**src/rtl/regfile_pkg.sv**
```systemverilog
// Shared defaults, constants and write-port selection for the register-file access controller.
package regfile_pkg;

    localparam int DATA_SIZE_DEFAULT      = 32;
    localparam int RAM_DEPTH_LOG2_DEFAULT = 5;
    localparam int REG_ZERO               = 0;

    typedef struct packed {
        logic wr1;
        logic wr2;
    } wr_sel_t;

    // wb2 is younger in program order, so it owns a shared address; x0 writes are never issued.
    function automatic wr_sel_t write_select(
        input logic wb1_valid,
        input logic wb1_is_zero,
        input logic wb2_valid,
        input logic wb2_is_zero,
        input logic same_addr
    );
        wr_sel_t sel;
        sel.wr2 = wb2_valid & ~wb2_is_zero;
        sel.wr1 = wb1_valid & ~wb1_is_zero & ~(sel.wr2 & same_addr);
        return sel;
    endfunction

endpackage

```
**src/rtl/regfile_scoreboard.sv**
```systemverilog
// Pending-destination scoreboard: one busy bit per register, x0 never busy.
module regfile_scoreboard
    import regfile_pkg::*;
#(
    parameter int RAM_DEPTH_LOG2 = RAM_DEPTH_LOG2_DEFAULT
) (
    input  logic                            clock,
    input  logic                            reset_n,
    input  logic                            set_en,
    input  logic [RAM_DEPTH_LOG2-1:0]       set_idx,
    input  logic                            clr1_en,
    input  logic [RAM_DEPTH_LOG2-1:0]       clr1_idx,
    input  logic                            clr2_en,
    input  logic [RAM_DEPTH_LOG2-1:0]       clr2_idx,
    input  logic [RAM_DEPTH_LOG2-1:0]       rs1_idx,
    input  logic [RAM_DEPTH_LOG2-1:0]       rs2_idx,
    input  logic [RAM_DEPTH_LOG2-1:0]       rd_idx,
    output logic                            rs1_busy,
    output logic                            rs2_busy,
    output logic                            rd_busy,
    output logic [2**RAM_DEPTH_LOG2-1:0]    busy_vec
);

    logic [2**RAM_DEPTH_LOG2-1:0] busy_q;
    logic [2**RAM_DEPTH_LOG2-1:0] busy_nxt;

    // Clears are applied before the set so an issuing instruction keeps its bit.
    always_comb begin
        // NOTE: start from the held value so every path assigns busy_nxt and no latch is inferred.
        busy_nxt = busy_q;
        if (clr1_en) busy_nxt[clr1_idx] = 1'b0;
        if (clr2_en) busy_nxt[clr2_idx] = 1'b0;
        if (set_en)  busy_nxt[set_idx]  = 1'b1;
        busy_nxt[REG_ZERO] = 1'b0;
    end

    always_ff @(posedge clock or negedge reset_n) begin
        if (!reset_n) begin
            busy_q <= '0;
        end else begin
            // NOTE: non-blocking so every flop samples pre-edge values regardless of block order.
            busy_q <= busy_nxt;
        end
    end

    assign rs1_busy = busy_q[rs1_idx];
    assign rs2_busy = busy_q[rs2_idx];
    assign rd_busy  = busy_q[rd_idx];
    assign busy_vec = busy_q;

endmodule

```
**src/rtl/regfile_access_ctrl.sv**
```systemverilog
// Register-file access controller: hazard gating, 2R2W RAM steering, x0 handling, writeback forwarding.
// Optional macro REGFILE_BYPASS_EN enables same-cycle writeback forwarding instead of stalling.
module regfile_access_ctrl
    import regfile_pkg::*;
#(
    parameter int DATA_SIZE      = DATA_SIZE_DEFAULT,
    parameter int RAM_DEPTH_LOG2 = RAM_DEPTH_LOG2_DEFAULT
) (
    input  logic                            clock,
    input  logic                            reset_n,
    input  logic                            req_valid,
    output logic                            req_ready,
    input  logic [RAM_DEPTH_LOG2-1:0]       req_rs1,
    input  logic [RAM_DEPTH_LOG2-1:0]       req_rs2,
    input  logic [RAM_DEPTH_LOG2-1:0]       req_rd,
    input  logic                            req_rd_en,
    output logic                            rsp_valid,
    output logic [DATA_SIZE-1:0]            rsp_rs1_data,
    output logic [DATA_SIZE-1:0]            rsp_rs2_data,
    input  logic                            wb1_valid,
    input  logic [RAM_DEPTH_LOG2-1:0]       wb1_addr,
    input  logic [DATA_SIZE-1:0]            wb1_data,
    input  logic                            wb2_valid,
    input  logic [RAM_DEPTH_LOG2-1:0]       wb2_addr,
    input  logic [DATA_SIZE-1:0]            wb2_data,
    output logic                            ram_rden1,
    output logic                            ram_rden2,
    output logic                            ram_wren1,
    output logic                            ram_wren2,
    output logic [RAM_DEPTH_LOG2-1:0]       ram_addr1rd,
    output logic [RAM_DEPTH_LOG2-1:0]       ram_addr2rd,
    output logic [RAM_DEPTH_LOG2-1:0]       ram_addr1wr,
    output logic [RAM_DEPTH_LOG2-1:0]       ram_addr2wr,
    output logic [DATA_SIZE-1:0]            ram_data_in1,
    output logic [DATA_SIZE-1:0]            ram_data_in2,
    input  logic [DATA_SIZE-1:0]            ram_data_out1,
    input  logic [DATA_SIZE-1:0]            ram_data_out2,
    output logic [2**RAM_DEPTH_LOG2-1:0]    busy_vec
);

    localparam logic [RAM_DEPTH_LOG2-1:0] ZERO_IDX = RAM_DEPTH_LOG2'(REG_ZERO);

    wr_sel_t wsel;
    logic    rs1_nz, rs2_nz;
    logic    rs1_hit1, rs1_hit2, rs2_hit1, rs2_hit2, rs1_hit, rs2_hit;
    logic    rs1_busy, rs2_busy, rd_busy;
    logic    src_hazard, accept;
    logic    rsp_valid_q, rs1_zero_q, rs2_zero_q;
    logic [DATA_SIZE-1:0] rs1_val, rs2_val;

    // Writebacks are masked during reset so the RAM sees no enables.
    assign wsel = write_select(wb1_valid & reset_n, wb1_addr == ZERO_IDX,
                               wb2_valid & reset_n, wb2_addr == ZERO_IDX,
                               wb1_addr == wb2_addr);

    assign rs1_nz   = (req_rs1 != ZERO_IDX);
    assign rs2_nz   = (req_rs2 != ZERO_IDX);
    assign rs1_hit1 = wsel.wr1 & (wb1_addr == req_rs1);
    assign rs1_hit2 = wsel.wr2 & (wb2_addr == req_rs1);
    assign rs2_hit1 = wsel.wr1 & (wb1_addr == req_rs2);
    assign rs2_hit2 = wsel.wr2 & (wb2_addr == req_rs2);
    assign rs1_hit  = rs1_nz & (rs1_hit1 | rs1_hit2);
    assign rs2_hit  = rs2_nz & (rs2_hit1 | rs2_hit2);

`ifdef REGFILE_BYPASS_EN
    assign src_hazard = (rs1_nz & rs1_busy & ~rs1_hit) | (rs2_nz & rs2_busy & ~rs2_hit);
`else
    // Without forwarding, a same-cycle write to a source must land in the RAM first.
    assign src_hazard = (rs1_nz & (rs1_busy | rs1_hit)) | (rs2_nz & (rs2_busy | rs2_hit));
`endif

    assign req_ready = reset_n & ~src_hazard & ~(req_rd_en & rd_busy);
    assign accept    = req_valid & req_ready;

    regfile_scoreboard #(.RAM_DEPTH_LOG2(RAM_DEPTH_LOG2)) u_scoreboard (
        .clock    (clock),
        .reset_n  (reset_n),
        .set_en   (accept & req_rd_en & (req_rd != ZERO_IDX)),
        .set_idx  (req_rd),
        .clr1_en  (wsel.wr1),
        .clr1_idx (wb1_addr),
        .clr2_en  (wsel.wr2),
        .clr2_idx (wb2_addr),
        .rs1_idx  (req_rs1),
        .rs2_idx  (req_rs2),
        .rd_idx   (req_rd),
        .rs1_busy (rs1_busy),
        .rs2_busy (rs2_busy),
        .rd_busy  (rd_busy),
        .busy_vec (busy_vec)
    );

    assign ram_rden1    = accept;
    assign ram_rden2    = accept;
    assign ram_addr1rd  = accept ? req_rs1 : '0;
    assign ram_addr2rd  = accept ? req_rs2 : '0;
    assign ram_wren1    = wsel.wr1;
    assign ram_wren2    = wsel.wr2;
    assign ram_addr1wr  = wsel.wr1 ? wb1_addr : '0;
    assign ram_addr2wr  = wsel.wr2 ? wb2_addr : '0;
    assign ram_data_in1 = wsel.wr1 ? wb1_data : '0;
    assign ram_data_in2 = wsel.wr2 ? wb2_data : '0;

    always_ff @(posedge clock or negedge reset_n) begin
        if (!reset_n) begin
            rsp_valid_q <= 1'b0;
            rs1_zero_q  <= 1'b0;
            rs2_zero_q  <= 1'b0;
        end else begin
            rsp_valid_q <= accept;
            if (accept) begin
                rs1_zero_q <= ~rs1_nz;
                rs2_zero_q <= ~rs2_nz;
            end
        end
    end

`ifdef REGFILE_BYPASS_EN
    logic                 byp1_q, byp2_q;
    logic [DATA_SIZE-1:0] byp1_data_q, byp2_data_q;

    // The RAM returns pre-write data on a read/write collision, so capture the write value here.
    always_ff @(posedge clock or negedge reset_n) begin
        if (!reset_n) begin
            byp1_q      <= 1'b0;
            byp2_q      <= 1'b0;
            byp1_data_q <= '0;
            byp2_data_q <= '0;
        end else if (accept) begin
            byp1_q      <= rs1_hit;
            byp2_q      <= rs2_hit;
            byp1_data_q <= rs1_hit2 ? wb2_data : wb1_data;
            byp2_data_q <= rs2_hit2 ? wb2_data : wb1_data;
        end
    end

    assign rs1_val = rs1_zero_q ? '0 : (byp1_q ? byp1_data_q : ram_data_out1);
    assign rs2_val = rs2_zero_q ? '0 : (byp2_q ? byp2_data_q : ram_data_out2);
`else
    assign rs1_val = rs1_zero_q ? '0 : ram_data_out1;
    assign rs2_val = rs2_zero_q ? '0 : ram_data_out2;
`endif

    assign rsp_valid    = rsp_valid_q;
    assign rsp_rs1_data = rsp_valid_q ? rs1_val : '0;
    assign rsp_rs2_data = rsp_valid_q ? rs2_val : '0;

endmodule
```
**config.mk**
```make
export PLATFORM = sky130hd
export DESIGN_NAME = regfile_access_ctrl
export DESIGN_NICKNAME = d
export VERILOG_FILES = /design/src/rtl/regfile_pkg.sv /design/src/rtl/regfile_scoreboard.sv /design/src/rtl/regfile_access_ctrl.sv
export SDC_FILE = /design/constraint.sdc
export NUM_CORES = 1
export LEC_CHECK = 0
export BUFFER_PORTS_ARGS = -buffer_cell sky130_fd_sc_hd__buf_4
export CAP_MARGIN = 20
export CORE_AREA = 2 2 134 136
export DETAILED_ROUTE_END_ITERATION = 7
export DIE_AREA = 0 0 136 138
export GPL_ROUTABILITY_DRIVEN = 0
export GPL_TIMING_DRIVEN = 0
export PLACE_DENSITY_LB_ADDON = 0.12
export SLEW_MARGIN = 20
export SYNTH_ARGS = -nofsm -noshare
export SYNTH_HDL_FRONTEND = slang
export SYNTH_SLANG_ARGS = --single-unit
export TNS_END_PERCENT = 10
```
**constraint.sdc**
```tcl
create_clock -name clock -period 1.9 [get_ports clock]
set_input_delay 0.095 -clock clock [delete_from_list [all_inputs] [get_ports clock]]
set_output_delay 0.095 -clock clock [all_outputs]
set_load 0.005 [all_outputs]
```
# Word-level counts from Yosys, hierarchy flattened
# Cells that the tools add are included.
dict set report word_totals {
  regBits 34
  latch_bits 0
  mem_bits_rw 0
  romBits 0
  input_bits 159
  memories 0
}
dict set report op_classes {
  add_sub_neg 0
  mul 0
  n_div 0
  order_cmp 8
  eq_ne 5
  shifts 0
  n_mux 25
  bitwise 37
  n_reduce_logical 8
}
# operator n
set op_table {}
lappend op_table {{$mux W32} 9}
lappend op_table {{$and A32 B32 Y32} 2}
lappend op_table {{$not A32 Y32} 2}
lappend op_table {{$or A32 B32 Y32} 1}
lappend op_table {{$lt A5 B6 Y1 const B} 5}
lappend op_table {{$eq A5 B5 Y1} 5}
lappend op_table {{$and A1 B1 Y1} 20}
lappend op_table {{$mux W5} 4}
lappend op_table {{$bmux W1 S5} 3}
lappend op_table {{$demux W1 S5} 3}
lappend op_table {{$ge A5 B1 Y1 const B} 3}
lappend op_table {{$reduce_bool A5 Y1} 3}
lappend op_table {{$logic_not A5 Y1} 2}
lappend op_table {{$not A1 Y1} 7}
lappend op_table {{$mux W1} 6}
lappend op_table {{$or A1 B1 Y1} 5}
lappend op_table {{$logic_and A1 B1 Y1} 3}

# Longest topological paths before layout
# Gate-level depths: netlist of run 1.
dict set report depth {
  word_depth 19
  mapped_depth 10
}

# By module
# A second synthesis of run 1 with hierarchy kept.
dict set report hier_totals {
  hier_cells 500
  hier_area_um2 4043.9
}
# mod n_inst cells_per_inst area_each_um2 seq_area_each_um2
set by_module_without_submodules {}
lappend by_module_without_submodules {regfile_scoreboard 1 271 2508.7 775.7}
lappend by_module_without_submodules {regfile_access_ctrl 1 229 1535.2 75.1}

# Worst setup path after synthesis of run 1
# OpenSTA, ideal clock, no wires.
dict set report synth_path {
  kind {reg2out}
  start {register u_scoreboard.busy_q[7] (netlist: u_scoreboard.busy_vec[7])}
  end {output ram_rden2}
  t_arrival_ns 2.070
  setup_slack_ns -0.265
  stages_incl_launch_ff 9
  n_path_buf 2
  path_cell_list {dfrtp_1 -> mux4_2 -> and2_0 -> a2111oi_0 -> a211o_2 -> nand4_4 -> buf_2 -> inv_1 -> buf_4}
}
dict set report synth_between {
  elab_chain_cells 9
}
# element line
set synth_rtl {}
lappend synth_rtl {{start, declared} regfile_scoreboard.sv:24} ;# logic [2**RAM_DEPTH_LOG2-1:0] busy_q;
lappend synth_rtl {{start signal, assigned} regfile_scoreboard.sv:42} ;# busy_q <= busy_nxt;
lappend synth_rtl {{$bmux W1 S5 (on tied branches)} {regfile_scoreboard.sv:46, regfile_scoreboard.sv:47}}
lappend synth_rtl {{$mux W1 (on tied branches)} {regfile_scoreboard.sv:46, regfile_scoreboard.sv:47}}
lappend synth_rtl {{$or A1 B1 Y1} regfile_access_ctrl.sv:69} ;# assign src_hazard = (rs1_nz & (rs1_busy | rs1_hit)) | (rs2_nz & (rs2_busy | rs2_hit));
lappend synth_rtl {{$and A1 B1 Y1} regfile_access_ctrl.sv:69}
lappend synth_rtl {{$or A1 B1 Y1} regfile_access_ctrl.sv:69}
lappend synth_rtl {{$not A1 Y1} regfile_access_ctrl.sv:72} ;# assign req_ready = reset_n & ~src_hazard & ~(req_rd_en & rd_busy);
lappend synth_rtl {{$and A1 B1 Y1} regfile_access_ctrl.sv:72}
lappend synth_rtl {{$and A1 B1 Y1 (*)} regfile_access_ctrl.sv:72}
lappend synth_rtl {{$and A1 B1 Y1 (*)} regfile_access_ctrl.sv:73} ;# assign accept = req_valid & req_ready;
lappend synth_rtl {{end, declared} regfile_access_ctrl.sv:27} ;# output logic ram_rden2,
# Every way passes the cells marked *; elsewhere a longest branch is shown, timed or not. The select of a mux whose other input is x is not followed.

# Worst setup path after layout of run 1
dict set report layout_path {
  start {register u_scoreboard.busy_q[14] (netlist: u_scoreboard.busy_vec[14])}
  end {output ram_rden2}
}
# The elaborated chain is that of the path after synthesis.

==> out/summary.md, run 1 <==
In this run the horizontal extent of the chip is 136 µm. The total of warnings raised by yosys was 0. The logs give 17.44 mm for the sum of net half-perimeters after detailed placement and 34 for the number of clock sinks seen by CTS.

The number of antenna violations at the first check in global routing was 2; the average wire per cell in the routed design was 21.01 µm. The largest net degree at the start of global routing was 35. Counting along the longest clock path gives a buffer depth of 2. The number of unique standard cell types used by synthesis is 52. The worst setup path is launched from a flip-flop. Worst flop-to-flop path startpoint: u_scoreboard.busy_vec[14]. By count the netlist is led by sky130_fd_sc_hd__and2_1 (133), sky130_fd_sc_hd__dfrtp_1 (34), sky130_fd_sc_hd__o31ai_1 (32). The per-cell via count in the routed design was 4.990; the critical path buffer and inverter count was 4. The tools report the worst setup slack after layout as -0.7037 ns. On the critical path the largest part of the delay comes from multiplexers.

The area of the placeable core came out at 0.01753 mm². Data on the critical path arrives at its endpoint at 2.51 ns. The setup path with the least slack is of type flip-flop to output port. The worst hold path begins at wb2_valid. The number of nets with antenna violations after routing is 0, and the post-synthesis async set-or-reset flop share is 100.0%. The clock-pin slew on the worst setup and hold paths is 0.06 ns. The flip-flop and latch count after synthesis came out at 34. The logs give 0 for the count of final max-slew check failures and 0.005410 ns for the setup clock skew after layout. The post-route non-filler standard cell count was 1067.

The final critical path takes up 137.0% of the cycle. The via count of the first global-routing pass is 5312. The sequential element share of the synthesized area came out at 20.90%. Across the VDD grid, the largest voltage drop is 340.1 µV.

The upper clock frequency limit was 0.3841 GHz. The final core area utilization is 43.55%. Most repeated cell in the gate-level netlist after synthesis: sky130_fd_sc_hd__and2_1. The most used cell along the critical path is sky130_fd_sc_hd__buf_6.

The run gives 0 as the reported max-cap violation count. The dominant cell type by area after synthesis was sky130_fd_sc_hd__dfrtp_1. For the total routing resource utilization after global routing, the log shows 22.41%.

The final reports fail on setup timing. Across all layers, the routed design uses 5324 vias. Counting instances, the worst hold path has a depth of 4. The run gives 84 as the number of setup violations in the final report. The tools report the count of final hold-check violations as 0.

Area growth from synthesis to final layout: 87.55%. Launch point of the critical path: u_scoreboard.busy_vec[14]. The number of synthesized flops with an enable pin is 0, and the count of cells along the worst register-to-register path is 9. Among all flip-flop cells after synthesis, the most frequent one is sky130_fd_sc_hd__dfrtp_1. The area fraction of the dominant cell type after synthesis is 20.90%, and the final net count is 994.

Data on the critical path is required at its endpoint by 1.80 ns. Summed over all layers, the routed wires come to 22.42 mm. TritonCTS built the clock tree. The run gives 633 as the number of nets in the synthesized netlist.

The total power per unit cell area was 417.6 mW/mm². The floorplan step set the die height to 138 µm. The critical path goes through mux4_2, nor3_4, nor3_2, a221oi_2, nand4_4, buf_6, clkinvlp_4, buf_6, buf_6.

For this block, the initial DRC count from the detailed router was 405. The number of buffers inserted during clock tree synthesis is 5. After filler insertion, the fill cell instance count of the layout stands at 1763. The share of cells above drive strength 1 works out to 56.46%.

At the pin with the least slew margin, the transition time is 0.8931 ns. The peak fanout along the critical path was 5. The worst slew margin relative to its limit is 40.28%. The run finished, with violations left. The longest individual stage delay on the worst path works out to 0.54 ns.

In this run the worst hold path is classified as primary input to flip-flop. The logs give 49 for the cell row count and 0.29 ns for the clock latency on the worst-skew pair. The logs give 5 for the number of optimization iterations in the first detailed-route pass and 0.004071 mm² for the post-synthesis instance area. The count of buffers added on input and output ports is 331. The number of H-tree branching levels came out at 2. The critical path runs through a total of 9 cells.

The standard cell with the maximum stage delay on the critical path was sky130_fd_sc_hd__mux4_2. A synthesized cell averages 8.589 µm². Once placement completed, the tool counted placed cells totaling 1034.

For this design the top-level I/O count stands at 345. Setup repair after global routing could not meet its margin everywhere. The logs give 0 for the number of remaining DRC errors and 32.29 mm for the wire length of the first global-routing pass. The setup slack at placement is -0.8179 ns. Across all hold checks on the routed design, the worst slack comes to 0.2939 ns.

The die footprint was 0.01877 mm²; the aggregate global routing overflow was 0. The type of destination of the critical path was an output port. After synthesis, the cell types taking the most area are sky130_fd_sc_hd__dfrtp_1 (21%), sky130_fd_sc_hd__and2_1 (20%), sky130_fd_sc_hd__mux4_2 (7.7%). In the synthesized netlist, the number of instances is 474.

The worst path in the final design needs a cycle of 2.604 ns, including I/O delays and setup. Once the floorplan was initialized, standard cells occupied 23.22% of the core. Summed over all cells, the static leakage comes to 0.003575 µW.

The root buffer cell chosen for the clock tree is sky130_fd_sc_hd__clkbuf_16.
[tightest hold or removal path, cell delays in order]
cell and delay (ns):
sky130_fd_sc_hd__buf_4 0.14, sky130_fd_sc_hd__nand3_1 0.10, sky130_fd_sc_hd__o221ai_1 0.12, sky130_fd_sc_hd__o31ai_1 0.08
[final cells by class]
class	instances	area [µm²]	area share, %
flip-flops and latches	34	867.1	11.36
clock buffers	6	138.9	1.819
plain buffers	48	306.5	4.014
well taps	229	286.5	3.752
inverters	13	52.55	0.6882
diodes	2	5.005	0.06554
repair buffers	354	2718	35.59
multi-input cells	379	3249	42.55
clock inverters	2	12.51	0.1639
[layout by cell type, fill, tap and decap left out, types with 4 or more instances in the layout]
cell | Yosys | layout
sky130_fd_sc_hd__and2_1 | 133 | 133
sky130_fd_sc_hd__and3_1 | 4 | 4
sky130_fd_sc_hd__buf_1 | 4 | 4
sky130_fd_sc_hd__buf_4 | 8 | 351
sky130_fd_sc_hd__buf_6 | 5 | 10
sky130_fd_sc_hd__clkbuf_1 | 30 | 25
sky130_fd_sc_hd__clkbuf_16 | 0 | 6
sky130_fd_sc_hd__dfrtp_1 | 34 | 21
sky130_fd_sc_hd__dfrtp_2 | 0 | 13
sky130_fd_sc_hd__inv_1 | 13 | 12
sky130_fd_sc_hd__mux2_2 | 5 | 5
sky130_fd_sc_hd__mux2i_1 | 13 | 12
sky130_fd_sc_hd__mux4_2 | 14 | 16
sky130_fd_sc_hd__nand2_1 | 18 | 18
sky130_fd_sc_hd__nand3_1 | 11 | 11
sky130_fd_sc_hd__nand3b_1 | 13 | 13
sky130_fd_sc_hd__nor2_1 | 21 | 17
sky130_fd_sc_hd__o221ai_1 | 30 | 30
sky130_fd_sc_hd__o22ai_1 | 6 | 6
sky130_fd_sc_hd__o31ai_2 | 0 | 19
sky130_fd_sc_hd__o31ai_4 | 0 | 11
sky130_fd_sc_hd__or3_1 | 5 | 5
sky130_fd_sc_hd__or3b_2 | 7 | 7
sky130_fd_sc_hd__xnor2_1 | 20 | 20
sky130_fd_sc_hd__xor2_1 | 5 | 5
[through the flow]
stage	instance area (µm²)	total power (µW)	setup TNS (ns)
after floorplan	4079	1417	-9.252
after global placement	6850	2149	-42.50
after detailed placement	6850	2156	-44.68
after CTS	7445	3115	-33.35
after global routing	7636	3322	-41.25
final	7636	3189	-33.23
[cell families after synthesis]
logic type | after synthesis | share of synthesized area [%]
other | 1 | 0.09211
AOI/OAI and AO/OA | 87 | 18.38
buffers and inverters | 61 | 7.314
muxes | 34 | 13.61
and+or+nand+nor | 232 | 34.33
DFF | 34 | 20.90
xor gates and xnor gates | 25 | 5.378
[flip-flops by register name, indices dropped and copies added (netlist names)]
signal / count
rs1_zero_q: 1
rs2_zero_q: 1
rsp_valid: 1
u_scoreboard.busy_vec: 31
[layer usage]
metal  track usage (%)  part of all wire [%]  wire length [µm]  vias to the layer above
li1                  -                     -                 -                     2437
met1             28.75                    41              9146                     2574
met2             37.79                    49             11020                      283
met3             5.061                   8.5              1906                       30
met4             5.866                   1.5               346                        0
met5                 0                     0                 0                        -
[what timing repair did]
action,4_1_cts,5_1_grt
hold buffers,2,0
setup buffers,18,1
setup endpoints to repair,86,86
gates resized for setup,74,26
gates cloned,1,1
endpoints found under the hold margin,34,0
pin swaps,13,5
[where the power goes]
part,total [µW],internal [µW],switching (µW)
clock,845,519,326
sequential,885,788,96.8
combinational,1460,807,652
[final timing paths]
path,slack [ns],endpoint
min,0.29,u_scoreboard.busy_vec[31]
max in group asynchronous,1.22,u_scoreboard.busy_vec[8]
min reg2reg,0.53,rs1_zero_q
min in group asynchronous,0.47,u_scoreboard.busy_vec[31]
max,-0.70,ram_rden2
max reg2reg,-0.69,u_scoreboard.busy_vec[7]
Power figures use the tool's default switching activity.
==> run 2: changes to the inputs <==
CORE_AREA = 2 2 135 137   (was 2 2 134 136)
DIE_AREA = 0 0 137 139   (was 0 0 136 138)
MAX_ROUTING_LAYER = met4   (was default)
clock period = 2.6 ns   (was 1.9 ns; I/O delays follow)
==> out/summary.md, run 2 (same netlist as run 1, synthesis figures left out) <==
For the number of nets with antenna violations after routing, the log shows 0 (unchanged). The logs give 45.0% (-0.8 points) for the combinational group share of total power and 33.58 mm (+4.0%) for the wire length of the first global-routing pass. The checks that failed: setup timing.

The share of cells above drive strength 1 was 52.17% (-4.3 points); the largest net degree at the start of global routing was 35 (unchanged). On the critical path the largest part of the delay comes from compound AO/OA/AOI/OAI gates. In the layout the commonest cells are sky130_fd_sc_hd__buf_4 (351), sky130_fd_sc_hd__and2_1 (133), sky130_fd_sc_hd__o31ai_1 (30), sky130_fd_sc_hd__o221ai_1 (30), sky130_fd_sc_hd__clkbuf_1 (29). The logs give 0 (unchanged) for the number of remaining DRC errors and 0 (unchanged) for the reported max-cap violation count. For the post-route total power, the log shows 2241 µW (-30%). The worst slew margin relative to its limit is 46.33% (+6.0 points), and the average wire per cell in the routed design is 22.29 µm (+6.1%). The run finished, with violations left. The smallest hold slack came out at 0.3575 ns (+0.06360 ns). The total routing resource utilization after global routing was 24.09% (+1.7 points). Via count of the first global-routing pass: 5241 (-1.3%). The clock-pin slew on the worst setup and hold paths is 0.06 ns (about the same). TritonCTS built the clock tree.

The number of cells on the worst hold path was 4 (unchanged). The tools report the number of buffers inserted during clock tree synthesis as 5 (unchanged). The worst flop-to-flop path startpoint was u_scoreboard.busy_vec[16]. The number of optimization iterations in the first detailed-route pass is 5 (unchanged). Count of final max-slew check failures: 0 (unchanged). The final net count came out at 988 (-0.60%). The critical path starts at u_scoreboard.busy_vec[16]. Final core area utilization: 40.98% (-2.6 points). The root buffer cell chosen for the clock tree is sky130_fd_sc_hd__clkbuf_16. The logs give 2.47 ns (+0.67 ns) for the required arrival time at the worst endpoint and 0.3797 GHz for the upper clock frequency limit. The worst path uses 101.3% of the clock period. The worst IR drop on VDD was 282.7 µV (-17%). The number of stages on the worst setup path came out at 8 (-1). The filler cell count is 1845 (+4.7%), and the number of setup violations in the final report is 3 (-96%). Relative to the synthesized area, the layout overhead comes to 77.72%. Number of primary I/O pins: 345 (unchanged).

The signal on the critical path passes through mux4_2, a221o_1, a21oi_1, a211o_2, nand4_4, buf_6, nor2_1, buf_4. The pin slew with the least headroom to its limit is 0.8051 ns (-0.08804 ns), and the count of cells along the worst register-to-register path is 8 (-1). The number of flip-flops in the largest register is 31 (unchanged), and the reg2reg setup slack is 0.07 ns (+0.76 ns).

The clock latency on the worst-skew pair came out at 0.28 ns (about the same). The worst setup path is of the flip-flop to output port kind. The run gives 0.005376 ns (-0.00003333 ns) as the setup clock skew after layout. The count of final hold-check violations was 0 (unchanged). The time the worst path needs with I/O delays and setup came out at 2.633 ns. The type of destination of the critical path was an output port.

Number of clock sinks seen by CTS: 34 (unchanged). For the sum of net half-perimeters after detailed placement, the log shows 18.96 mm (+8.7%). The tools report the footprint of the flip-flops and latches as 864.6 µm² (-0.29%).

The worst hold path belongs to the class primary input to flip-flop. The total power per unit cell area is 309.7 mW/mm² (-26%), and the leakage power figure is 0.003444 µW (-3.7%). The area of the placeable core came out at 0.01766 mm² (+0.70%). The run gives 545 (+35%) as the initial DRC count. The logs give 3 (+1) for the number of antenna violations at the first check in global routing and 23.65 mm (+5.5%) for the total wire length. The fraction of power consumed by sequential logic is 28.9% (+1.1 points). The chip width came out at 137 µm (+0.74%). The aggregate global routing overflow is 0 (unchanged). The critical register-to-register path endpoint was u_scoreboard.busy_vec[4]. The logs give 759.7 µW (-29%) for the switching power total and 2.50 ns (about the same) for the signal arrival time at the worst endpoint.

The run gives 2 (unchanged) as the maximum clock path buffer count. Critical path buffer and inverter count: 2 (-2). The multi-input combinational cell area is 0.002995 mm² (-7.8%), and the count of port buffers added during placement is 331 (unchanged).

For the cell row count, the log shows 49 (unchanged). For the worst setup slack after layout, the log shows -0.03341 ns (+0.6703 ns). Number of H-tree branching levels: 2 (unchanged). Leaving out fill and tap cells, the most frequent cell in the layout is sky130_fd_sc_hd__buf_4. The total vias in the final route is 5406 (+1.5%), and the die footprint is 0.01904 mm² (+1.5%). The per-cell via count in the routed design was 5.095 (+2.1%).

The height of the chip works out to 139 µm (+0.72%). The clock share of power came out at 26.2% (-0.3 points). The internal power component was 1481 µW (-30%). Last element of the critical path: ram_addr2rd[4].

STA classifies the critical path startpoint as a flip-flop. The initial cell density of the core is 23.06% (-0.16 points). The switching part of the total came out at 33.91% (+0.20 points).

The peak fanout along the critical path came out at 10 (+5). Longest individual stage delay on the worst path: 0.51 ns (-0.03 ns). Setup repair after global routing could not meet its margin everywhere.

Standard cell with the maximum stage delay on the critical path: sky130_fd_sc_hd__mux4_2.
==> run 2: how the worst min path moves through the flow <==
stage | start | end
floorplan | reset_n | rs1_zero_q
global placement | reset_n | u_scoreboard.busy_vec[17]
detailed placement | reset_n | u_scoreboard.busy_vec[19]
CTS | wb2_valid | u_scoreboard.busy_vec[31]
global route | req_rs2[4] | rs2_zero_q
finish | wb2_addr[4] | u_scoreboard.busy_vec[2]
==> run 2: repair_timing <==
| action | in CTS | in global routing |
|---|---|---|
| endpoints found under the setup margin | 23 | 30 |
| hold buffers | 2 | 0 |
| pin swaps | 5 | 7 |
| resized for setup | 18 | 22 |
| endpoints found under the hold margin | 34 | 0 |
| buffers inserted | 8 | 6 |
| gates cloned | 1 | 0 |
==> run 2: layout make-up <==
class,count,share of cell area (%)
clock buffer,6,1.781
multi-input combinational,379,41.40
inverter,13,0.7090
sequential,34,11.95
timing repair buffer,348,36.38
tap,229,3.960
antenna,2,0.06917
clock inverter,2,0.1902
buffer,48,3.562
==> run 2: stage by stage <==
step | setup TNS, ns | setup slack [ns] | std cells | area, µm²
6_report | -0.06477 | -0.03341 | 1061 | 7236
2_1_floorplan | 0 | 0.3888 | 474 | 4071
4_1_cts | -0.03572 | -0.01930 | 1053 | 7122
3_5_place_dp | -5.956 | -0.2854 | 1034 | 6843
5_1_grt | -1.327 | -0.1184 | 1061 | 7236
3_3_place_gp | -2.986 | -0.2212 | 1034 | 6843
==> run 2: worst min-delay path: stages <==
cell                       delay (ns)
sky130_fd_sc_hd__buf_4           0.11
sky130_fd_sc_hd__or3_1           0.17
sky130_fd_sc_hd__o221ai_1        0.11
sky130_fd_sc_hd__o31ai_1         0.07
==> run 2: power by group through the flow <==
stage          clock network [µW]  logic, µW  registers (µW)
2_1_floorplan                   0        409             626
3_3_place_gp                    0        930             656
3_5_place_dp                    0        938             656
4_1_cts                       596        975             645
5_1_grt                       622       1080             651
6_report                      586       1010             646
==> run 2: metal layers <==
metal	wire, µm	global-route usage [%]	part of all wire (%)
met4	527	6.457	2.2
met2	10810	35.87	46
met5	0	-	0
met1	9409	32.69	40
met3	2899	5.556	12
==> run 3: changes to the inputs <==
BUFFER_PORTS_ARGS = -buffer_cell sky130_fd_sc_hd__buf_2   (was -buffer_cell sky130_fd_sc_hd__buf_4)
MAX_ROUTING_LAYER = default   (was met4)
==> out/summary.md, run 3 (same netlist as run 1, synthesis figures left out) <==
The run gives 12 (+9) as the number of setup violations in the final report. The logs give 1903 (+3.1%) for the filler cell count and 49 (unchanged) for the cell row count. Number of nets with antenna violations after routing: 0 (unchanged). The run gives 988 (unchanged) as the final net count.

The largest net degree at the start of global routing was 35 (unchanged). The flow ran to the end, but the final reports show violations. The signal arrival time at the worst endpoint was 2.55 ns (+0.05 ns); the initial DRC count was 421 (-23%). The worst setup path is of the flip-flop to output port kind.

The ratio of final minimum period to clock period works out to 103.2% (+1.9 points). The number of H-tree branching levels came out at 2 (unchanged). Wire length of the first global-routing pass: 32.19 mm (-4.1%). The run gives -0.08203 ns (-0.04863 ns) as the worst setup slack after layout.

For the number of diodes, the log shows 0 (-2). The tools report the setup clock skew after layout as 0.01082 ns (+0.005439 ns). The run gives 22.69% (-1.4 points) as the total routing resource utilization after global routing.

The multi-input combinational cell area is 0.003097 mm² (+3.4%). The pin slew with the least headroom to its limit is 0.7766 ns (-0.02849 ns), and the number of clock sinks seen by CTS is 34 (unchanged). The count of final max-slew check failures is 0 (unchanged). The die footprint was 0.01904 mm² (unchanged). The aggregate global routing overflow was 0 (unchanged); the number of flip-flops in the largest register was 31 (unchanged).

Most common cell after layout, fill and taps aside: sky130_fd_sc_hd__buf_2. Setup repair after global routing could not meet its margin everywhere. Share of cells above drive strength 1: 53.61% (+1.4 points).

The run gives 18.27 mm (-3.6%) as the sum of net half-perimeters after detailed placement. The summed area of non-filler cells in the final layout came out at 0.006528 mm² (-9.8%). The per-cell via count in the routed design works out to 4.957 (-2.7%).

The area growth from synthesis to final layout is 60.33%. Time the worst path needs with I/O delays and setup: 2.682 ns (+0.04863 ns). The placed instance count is 1034 (unchanged). The upper clock frequency limit was 0.3729 GHz (-1.8%).

The required arrival time at the worst endpoint came out at 2.47 ns (about the same). The tree is rooted in a sky130_fd_sc_hd__clkbuf_16. The total power per unit cell area was 325.4 mW/mm² (+5.1%); the number of remaining DRC errors was 0 (unchanged). The leakage power figure came out at 0.003352 µW (-2.7%).

The peak fanout along the critical path is 5 (-5). TritonCTS built the clock tree. The average wire per cell in the routed design works out to 21.77 µm (-2.3%).

The final reports fail on setup timing. The via count of the first global-routing pass was 4782 (-8.8%); the worst slew margin relative to its limit was 48.23% (+1.9 points). The run gives 345 (unchanged) as the number of primary I/O pins.

The logs give 0.28 ns (about the same) for the clock latency on the worst-skew pair and 0.006015 mm² (-12%) for the placed instance area. The logs give 2 (unchanged) for the maximum clock path buffer count and 0 (unchanged) for the count of final hold-check violations. The height of the chip is 139 µm (unchanged), and the worst IR drop on VDD is 255.5 µV (-9.6%). For the area of the placeable core, the log shows 0.01766 mm² (unchanged).

The type of element launching the critical path is a flip-flop. Leaving out fill and tap cells, the most frequent cells in the layout are sky130_fd_sc_hd__buf_2 (329), sky130_fd_sc_hd__and2_1 (133), sky130_fd_sc_hd__clkbuf_1 (30), sky130_fd_sc_hd__o221ai_1 (30), sky130_fd_sc_hd__dfrtp_1 (27). The type of the worst min-delay path was primary input to flip-flop. The run gives 859.6 µm² (-0.58%) as the footprint of the flip-flops and latches. The count of port buffers added during placement was 331 (unchanged).

The number of antenna violations at the first check in global routing came out at 0 (-3). The clock-pin slew on the worst setup and hold paths came out at 0.06 ns (about the same). Total vias in the final route: 5249 (-2.9%).

Reported max-cap violation count: 0 (unchanged). The post-route non-filler standard cell count is 1059 (-0.19%), and the total wire length is 23.06 mm (-2.5%). The chip width is 137 µm (unchanged).

Type of destination of the critical path: an output port. The number of optimization iterations in the first detailed-route pass is 5 (unchanged). The run gives 5 (unchanged) as the number of buffers inserted during clock tree synthesis. The initial cell density of the core was 23.06% (unchanged).
-- run 3: changes by cell type in the layout (fill, tap and decap cells not counted), sizes merged --
cell / change
diode: -2
buf: +1
clkbuf: -1
-- run 3: what timing repair did --
action | CTS | global route
pin swaps | 7 | 4
hold buffers | 2 | 0
setup endpoints to repair | 54 | 41
gates cloned | 1 | 0
resized for setup | 32 | 27
setup buffers | 11 | 4
hold endpoints to repair | 34 | 0
-- run 3: where the power goes --
group	switching, µW	total, µW	internal (µW)	leakage (µW)
logic	462	893	431	0.00283
clock network	230	585	355	0.0000708
registers	72.6	647	574	0.000455
-- run 3: area by class of cell --
class | instances | area share [%]
Multi-Input combinational cell | 379 | 47.44
Timing Repair Buffer | 349 | 28.16
Sequential cell | 34 | 13.17
Tap cell | 229 | 4.389
Buffer | 47 | 3.872
Clock buffer | 6 | 1.974
Inverter | 13 | 0.7859
Clock inverter | 2 | 0.2108
-- run 3: final timing paths --
kind,from,endpoint,slack [ns],depth (start not counted)
setup / recovery,u_scoreboard.busy_vec[15],ram_addr2rd[4],-0.08,9
hold / removal,wb2_valid,u_scoreboard.busy_vec[31],0.34,4
setup reg to reg,u_scoreboard.busy_vec[15],u_scoreboard.busy_vec[17],-0.03,9
hold reg to reg,rs2_zero_q,rs2_zero_q,0.51,1
max in group asynchronous,reset_n,u_scoreboard.busy_vec[4],1.90,3
min in group asynchronous,reset_n,u_scoreboard.busy_vec[18],0.49,3
-- run 3: per-layer routing --
metal / vias to the layer above / global-route usage, % / part of all wire [%]
met1: 2492 / 31.22 / 42
met3: 13 / 8.041 / 12
met4: 0 / 2.279 / 0.57
met5: - / 0 / 0
li1: 2419 / - / -
met2: 325 / 35.35 / 46
-- run 3: worst max-delay path: stages, from the launching register on --
cell and delay, ns:
sky130_fd_sc_hd__dfrtp_1 0.43, sky130_fd_sc_hd__mux2i_1 0.22, sky130_fd_sc_hd__o22ai_1 0.11, sky130_fd_sc_hd__or4_4 0.56
sky130_fd_sc_hd__a31oi_4 0.28, sky130_fd_sc_hd__nand4_4 0.19, sky130_fd_sc_hd__buf_12 0.17, sky130_fd_sc_hd__buf_8 0.12
sky130_fd_sc_hd__nor2_4 0.07, sky130_fd_sc_hd__buf_2 0.12
-- run 3: through the flow --
step	util, %	setup WS [ns]	hold WS, ns	total power [µW]	setup TNS (ns)
floorplan	-	0.3888	-0.1656	1034	0
global placement	34.06	-0.5813	0.3450	1460	-20.76
detailed placement	34.06	-0.5957	0.3504	1454	-20.18
CTS	36.03	-0.003027	0.3452	2089	-0.003027
global route	36.97	-0.1487	0.3737	2234	-2.170
finish	36.97	-0.08203	0.3362	2124	-0.3279
